<file path="config.mk">
export PLATFORM = sky130hd
export DESIGN_NAME = pll_lock_supervisor
export DESIGN_NICKNAME = d
export VERILOG_FILES = /design/src/rtl/pll_lock_supervisor.sv
export SDC_FILE = /design/constraint.sdc
export NUM_CORES = 1
export LEC_CHECK = 0
export BUFFER_PORTS_ARGS = -buffer_cell sky130_fd_sc_hd__buf_2
export CELL_PAD_IN_SITES_DETAIL_PLACEMENT = 1
export CELL_PAD_IN_SITES_GLOBAL_PLACEMENT = 2
export CORE_ASPECT_RATIO = 1.1
export CORE_MARGIN = 4
export CORE_UTILIZATION = 35
export CTS_CLUSTER_DIAMETER = 40
export DETAILED_ROUTE_END_ITERATION = 8
export PLACE_DENSITY_LB_ADDON = 0.1
export SLEW_MARGIN = 20
export SYNTH_ARGS = -nofsm -noshare
export SYNTH_HDL_FRONTEND = slang
export SYNTH_SLANG_ARGS = --single-unit
</file>
<file path="constraint.sdc">
create_clock -name clkin -period 5.95 [get_ports clkin]
set_input_delay 1.19 -clock clkin [delete_from_list [all_inputs] [get_ports clkin]]
set_output_delay 1.19 -clock clkin [all_outputs]
set_load 0.05 [all_outputs]
</file>
<file path="src/rtl/pll_lock_supervisor.sv">
// PLL reset sequencer: pulses PLL RESET, waits for a stable synchronized lock,
// retries on timeout and gates the downstream video reset.
module pll_lock_supervisor #(
    parameter int unsigned RESET_CYCLES  = 27,
    parameter int unsigned LOCK_TIMEOUT  = 27000,
    parameter int unsigned STABLE_CYCLES = 2700,
    parameter int unsigned MAX_RETRIES   = 3
) (
    input  logic       clkin,
    input  logic       resetn,
    input  logic       pll_lock,
    input  logic       pll_rst_req,
    output logic       pll_reset,
    output logic       sys_resetn,
    output logic       locked,
    output logic       fail,
    output logic [3:0] retries,
    output logic [7:0] lost_count
);

    localparam int unsigned CMAX_A = (RESET_CYCLES > LOCK_TIMEOUT) ?
                                     RESET_CYCLES : LOCK_TIMEOUT;
    localparam int unsigned CMAX   = (CMAX_A > STABLE_CYCLES) ?
                                     CMAX_A : STABLE_CYCLES;
    localparam int CW = (CMAX > 1) ? $clog2(CMAX) : 1;

    localparam logic [CW-1:0] RST_LAST = CW'(RESET_CYCLES - 1);
    localparam logic [CW-1:0] TMO_LAST = CW'(LOCK_TIMEOUT - 1);
    localparam logic [CW-1:0] STB_LAST = CW'(STABLE_CYCLES - 1);
    localparam logic [3:0]    RTY_LIM  = 4'(MAX_RETRIES);

    typedef enum logic [2:0] {
        S_PLL_RST,
        S_WAIT_LOCK,
        S_STABLE,
        S_RUN,
        S_FAIL
    } state_t;

    state_t        state;
    state_t        state_n;
    logic [CW-1:0] cnt;
    logic [CW-1:0] cnt_n;
    logic          cnt_clr;
    logic [3:0]    retries_n;
    logic [7:0]    lost_n;
    logic          lock_m;
    logic          lock_s;

    // pll_lock is asynchronous to clkin
    always_ff @(posedge clkin or negedge resetn) begin
        if (!resetn) begin
            lock_m <= 1'b0;
            lock_s <= 1'b0;
        end else begin
            lock_m <= pll_lock;
            lock_s <= lock_m;
        end
    end

    always_comb begin
        state_n   = state;
        cnt_clr   = 1'b0;
        retries_n = retries;
        lost_n    = lost_count;
        if (pll_rst_req) begin
            state_n   = S_PLL_RST;
            cnt_clr   = 1'b1;
            retries_n = '0;
        end else begin
            unique case (state)
                S_PLL_RST: begin
                    if (cnt == RST_LAST) state_n = S_WAIT_LOCK;
                end
                S_WAIT_LOCK: begin
                    if (lock_s) begin
                        state_n = S_STABLE;
                    end else if (cnt == TMO_LAST) begin
                        retries_n = retries + 4'd1;
                        state_n   = (retries_n == RTY_LIM) ? S_FAIL : S_PLL_RST;
                    end
                end
                S_STABLE: begin
                    if (!lock_s) state_n = S_WAIT_LOCK;
                    else if (cnt == STB_LAST) state_n = S_RUN;
                end
                S_RUN: begin
                    if (!lock_s) begin
                        state_n   = S_PLL_RST;
                        retries_n = '0;
                        if (lost_count != 8'hFF) lost_n = lost_count + 8'd1;
                    end
                end
                S_FAIL: begin
                    state_n = S_FAIL;
                end
                default: begin
                    state_n = S_PLL_RST;
                end
            endcase
        end
        if (state_n != state) cnt_clr = 1'b1;
        // counter only matters in the timed states; hold it elsewhere
        if (cnt_clr) cnt_n = '0;
        else if (state == S_RUN || state == S_FAIL) cnt_n = cnt;
        else cnt_n = cnt + 1'b1;
    end

    always_ff @(posedge clkin or negedge resetn) begin
        if (!resetn) begin
            state      <= S_PLL_RST;
            cnt        <= '0;
            retries    <= '0;
            lost_count <= '0;
        end else begin
            state      <= state_n;
            cnt        <= cnt_n;
            retries    <= retries_n;
            lost_count <= lost_n;
        end
    end

    always_ff @(posedge clkin or negedge resetn) begin
        if (!resetn) begin
            pll_reset  <= 1'b1;
            sys_resetn <= 1'b0;
            locked     <= 1'b0;
            fail       <= 1'b0;
        end else begin
            pll_reset  <= (state_n == S_PLL_RST) || (state_n == S_FAIL);
            sys_resetn <= (state_n == S_RUN);
            locked     <= (state_n == S_RUN);
            fail       <= (state_n == S_FAIL);
        end
    end

endmodule

</file>
=== Word level (Yosys, flattened, before mapping) ===
Index checks and enable logic that the tools add are counted.

* Bitwise operators: 2
* Mux-type cells: 18
* Reductions and logical operators: 7
* Add/subtract/negate cells: 3
* Eq/ne operators: 16

{| class="wikitable"
|+ Operators by type and width
! operator !! number
|-
| 2-to-1 mux 15 bit || 2
|-
| 2-to-1 mux 3 bit || 8
|-
| 2-to-1 mux 4 bit || 4
|-
| adder 15 x 1 -> 15 bit (second input constant) || 1
|-
| == test 15 x 12 -> 1 bit (second input constant) || 1
|-
| == test 15 bit (second input constant) || 1
|-
| == test 15 x 5 -> 1 bit (second input constant) || 1
|-
| one-hot mux 3 bit (5 select lines) || 1
|-
| == test 3 x 2 -> 1 bit (second input constant) || 3
|-
| inequality test 3 bit (second input constant) || 3
|-
| adder 8 x 1 -> 8 bit (second input constant) || 1
|-
| inequality test 8 bit (second input constant) || 1
|-
| one-hot mux 4 bit (2 select lines) || 1
|-
| AND reduction 4 bit || 2
|-
| == test 3 bit (second input constant) || 2
|-
| logical NOT 3 bit || 2
|-
| adder 4 x 1 -> 4 bit (second input constant) || 1
|-
| == test 4 x 2 -> 1 bit (second input constant) || 1
|-
| == test 3 x 1 -> 1 bit (second input constant) || 1
|-
| inequality test 3 bit || 1
|-
| nonzero test 3 bit || 1
|-
| logical OR 1 bit || 2
|-
| 2-to-1 mux 1 bit || 2
|-
| inequality test 2 bit (second input constant) || 1
|-
| inverter 1 bit || 2
|}

* Word-level logic and storage cells: 55
* Bits of input ports: 4
* Register bits: 35
* Output and inout port bits: 16

=== Logic depth before layout (Yosys ltp) ===
* Depth after elaboration: 10
* Mapped depth: 7
* Gate-level depth less buffers: 6

=== Worst setup path before layout ===
No wires, ideal clock.

* Kind: input port to flip-flop
* Start point: input port pll_rst_req
* End point: register lost_count[4]
* Cell stages on the path: 6
* Library setup time: 142 ps
* Path buffers: 1
* Path slack: 3324 ps
* Arrival time: 2484 ps
* Data required time: 5808 ps
* Cells stage by stage: clkbuf_1 -> nand2b_1 -> a311oi_1 -> and2_1 -> nand3_1 -> xnor2_1

* Longest elaborated chain between the ends: 2

{| class="wikitable"
|+ RTL lines
! element !! RTL line !! text
|-
| start, declared || 12 || <nowiki>input logic pll_rst_req,</nowiki>
|-
| inverter 1 bit (no line) || -- ||
|-
| AND reduction 4 bit (no line) || -- ||
|-
| end signal, assigned || 119 || <nowiki>lost_count <= lost_n;</nowiki>
|-
| end, declared || 18 || <nowiki>output logic [7:0] lost_count</nowiki>
|}

Every way passes these cells.
A chain may end at the register's enable or synchronous reset.

=== Worst setup path in the final report ===
* Start point: input port pll_rst_req
* End point: register cnt[11]

* Longest elaborated chain between the ends: 4
* Elaborated cells on any way between the ends: 6
* Classes of those cells: eq/ne (2); mux (4)

{| class="wikitable"
|+ RTL lines
! element !! RTL line !! text
|-
| 2-to-1 mux 3 bit || 66 || <nowiki>if (pll_rst_req) begin</nowiki>
|-
| inequality test 3 bit || 102 || <nowiki>if (state_n != state) cnt_clr = 1'b1;</nowiki>
|-
| 2-to-1 mux 1 bit (*) || 102 ||
|-
| inequality test 2 bit (no line) / 2-to-1 mux 15 bit (equally long branches) || -- ||
|-
| end signal, assigned || 117 || <nowiki>cnt <= cnt_n;</nowiki>
|-
| end, declared || 42 || <nowiki>logic [CW-1:0] cnt;</nowiki>
|}

Mark *: on every way between the ends. The rest lies on a longest branch, timed or not.

==> impl_metrics.ini <==
[route]
drtAntennaViolNets = 0
wl_per_cell_um = 16.5
dr.pass1.iters = 4
vias = 1443
drc = 0
via_per_inst = 5.51
drtIter0Drc = 48
drt-total-wl_um = 4340

[final_layout]
n_antenna_cell = 0
layout-drive-gt1-share_pct = 19.6
layout.nets = 212
finalInstanceArea_um2 = 2100
fin_util_pct = 41.7
area_growth_pct = 14.2

[cts]
cts_buffers = 5
cts_buffer_depth = 2
clk_pin_slew_ns = 0.08
cts_tree = done
clk_latency_ns = 0.29
postCtsHoldBufs = 0
clock-sinks = 35
root_buffer = clkbuf_8
htree_levels = 2
cts_resized = 0
cts_setup_buffers = 0

[critical_path]
cp-end-kind = flip-flop
crit_fanout = 15
timing.rr.start = cnt[9]
crit_start = pll_rst_req
crit_arrival_ns = 3.09
cp-start-kind = input pin
crit_type = input pin to flip-flop
cp.required_ns = 6.09

[logic_synthesis]
synthCells = 182
synth_commonest_cells = dfrtp_1 (34), nor2_1 (26), xor2_1 (15), nand2_1 (14), nand3_1 (11)
ys_types = 47
synth.most_common_cell = dfrtp_1
synthMuxAreaShare_pct = 1.16
synth.cell_area_um2 = 1840
yosys_warnings = 0
synth_area_leaders = dfrtp_1 (46%), xor2_1 (7.1%), nor2_1 (5.3%)
synth_compound_area_share_pct = 7.08
syn-num-nets = 191
synth_edf_count = 0
yosysSeqAreaShare_pct = 47.7
synth_top_family_by_area = simple AND/OR/NAND/NOR gates
synth-seq-cells = 35
synth_largest_area_cell = dfrtp_1
yosysTopAreaCellShare_pct = 46.3
avgSynthCellArea_um2 = 10.1
synthXorXnorAreaFrac_pct = 10.5
synth_simple_gate_area_share_pct = 27.5
synth_top_flop_cell = dfrtp_1
synthArstFlopShare_pct = 100
synth_fa_ha_area_share_pct = 3.40

[outcome]
status = completed

[floorplanning]
coreArea_um2 = 5030
die_y_um = 84.0
rows = 27
die_w_um = 77.1
dieArea_um2 = 6480
pin_count = 20
initial_core_util_pct = 36.5

[timing]
setup_viol = 0
slew_headroom_pct = 46.4
hold_viol_final = 0
worst_pin_slew_ns = 0.797
grt_setup_unrepaired = false
skew_ns = 0.00798
fin_crit_ns = 2.95
finalMaxSlewViolations = 0
finalCritPeriodShare_pct = 49.5
layout_setup_ws_ns = 3.00
max_clock_freq_mhz = 339
setup_tns_ns = 0

[power_and_ir_drop]
power_uw = 506
p_leak_nw = 0.992
power_density_nw_per_um2 = 241
ir_worst_vdd_mv = 0.104

[grt]
grt_pass1_vias = 1504
grt_start_max_net_pins = 36
grt_usage_pct = 14.6
grt_overflow = 0
antenna_found_initial = 0
grt_pass1_wl_um = 7490

[placed_design]
detailed_place_hpwl_um = 3050
place.gp.congestion = 0.768
dp_slack_ns = 2.68
placedInstanceArea_um2 = 1980
io_buffers = 19

[worst_hold_path]
hp-start = lock_m
hp-class = flip-flop to flip-flop

[flow_run]
cap_violations = 0
==> final timing paths <==
check	to	slack (ns)	cells past startpoint
worst max-delay path	cnt[11]	3.00	6
worst min-delay path	lock_s	0.37	0
worst max register to register	cnt[11]	3.37	5
worst min register to register	lock_s	0.37	0
max in group asynchronous	cnt[2]	4.44	1
min in group asynchronous	lock_m	0.98	1
==> layout by cell type, fill, tap and decap left out, types with 3 or more instances in the layout <==
master	Yosys	layout
dfrtp_1	34	34
nor2_1	26	26
buf_2	0	19
xor2_1	15	15
nand2_1	14	14
nand3_1	11	11
nand4_1	9	9
xnor2_1	7	7
a21oi_1	6	6
clkbuf_8	0	6
inv_1	5	5
ha_1	5	5
nor3_1	3	3
and2_1	3	3
==> through the flow <==
stage / instances / hold slack [ns]
4_1_cts: 262 / 0.384
3_3_place_gp: 254 / 0.364
6_report: 262 / 0.373
2_1_floorplan: 182 / 0.331
3_5_place_dp: 254 / 0.367
5_1_grt: 262 / 0.384
==> sequential cells by signal, summed over array words and instances, names as in the netlist <==
signal,flops
locked,1
lost_count,8
state,3
lock_m,1
cnt,15
fail,1
lock_s,1
retries,4
pll_reset,1
==> cell type report <==
| class | instances | area, µm² |
|---|---|---|
| Clock buffer | 6 | 82.6 |
| Clock inverter | 2 | 35.0 |
| Fill cell | 591 | 2930 |
| Inverter | 5 | 18.8 |
| Multi-Input combinational cell | 137 | 918 |
| Sequential cell | 35 | 877 |
| Tap cell | 58 | 72.6 |
| Timing Repair Buffer | 19 | 95.1 |
==> cells by family after synthesis <==
kind of cell             count (synthesis)
adder cells (fa/ha/maj)                  5
flip-flops                              35
AND/OR/NAND/NOR                         90
buffers and inverters                   10
XOR/XNOR                                22
AO/OA/AOI/OAI                           18
multiplexers                             2
==> worst max-delay path, cell delays in order <==
cell and delay (ns):
buf_2 0.16, nor2_1 0.25, nand4_1 0.15, a2111oi_1 0.62
a2bb2oi_2 0.59, nor2_1 0.12
==> per-layer routing <==
metal | vias up | share of wire, % | global-route usage, %
met5 | - | 0 | 0
met4 | 0 | 1.8 | 5.34
met3 | 9 | 2.7 | 3.67
met2 | 20 | 49 | 24.0
met1 | 735 | 46 | 18.3
li1 | 679 | - | -
==> power breakdown <==
group          internal, mW  switching, mW
logic                0.0113         0.0241
clock network         0.136         0.0856
registers             0.243        0.00733
No activity file was read; power rests on OpenSTA's default activity.
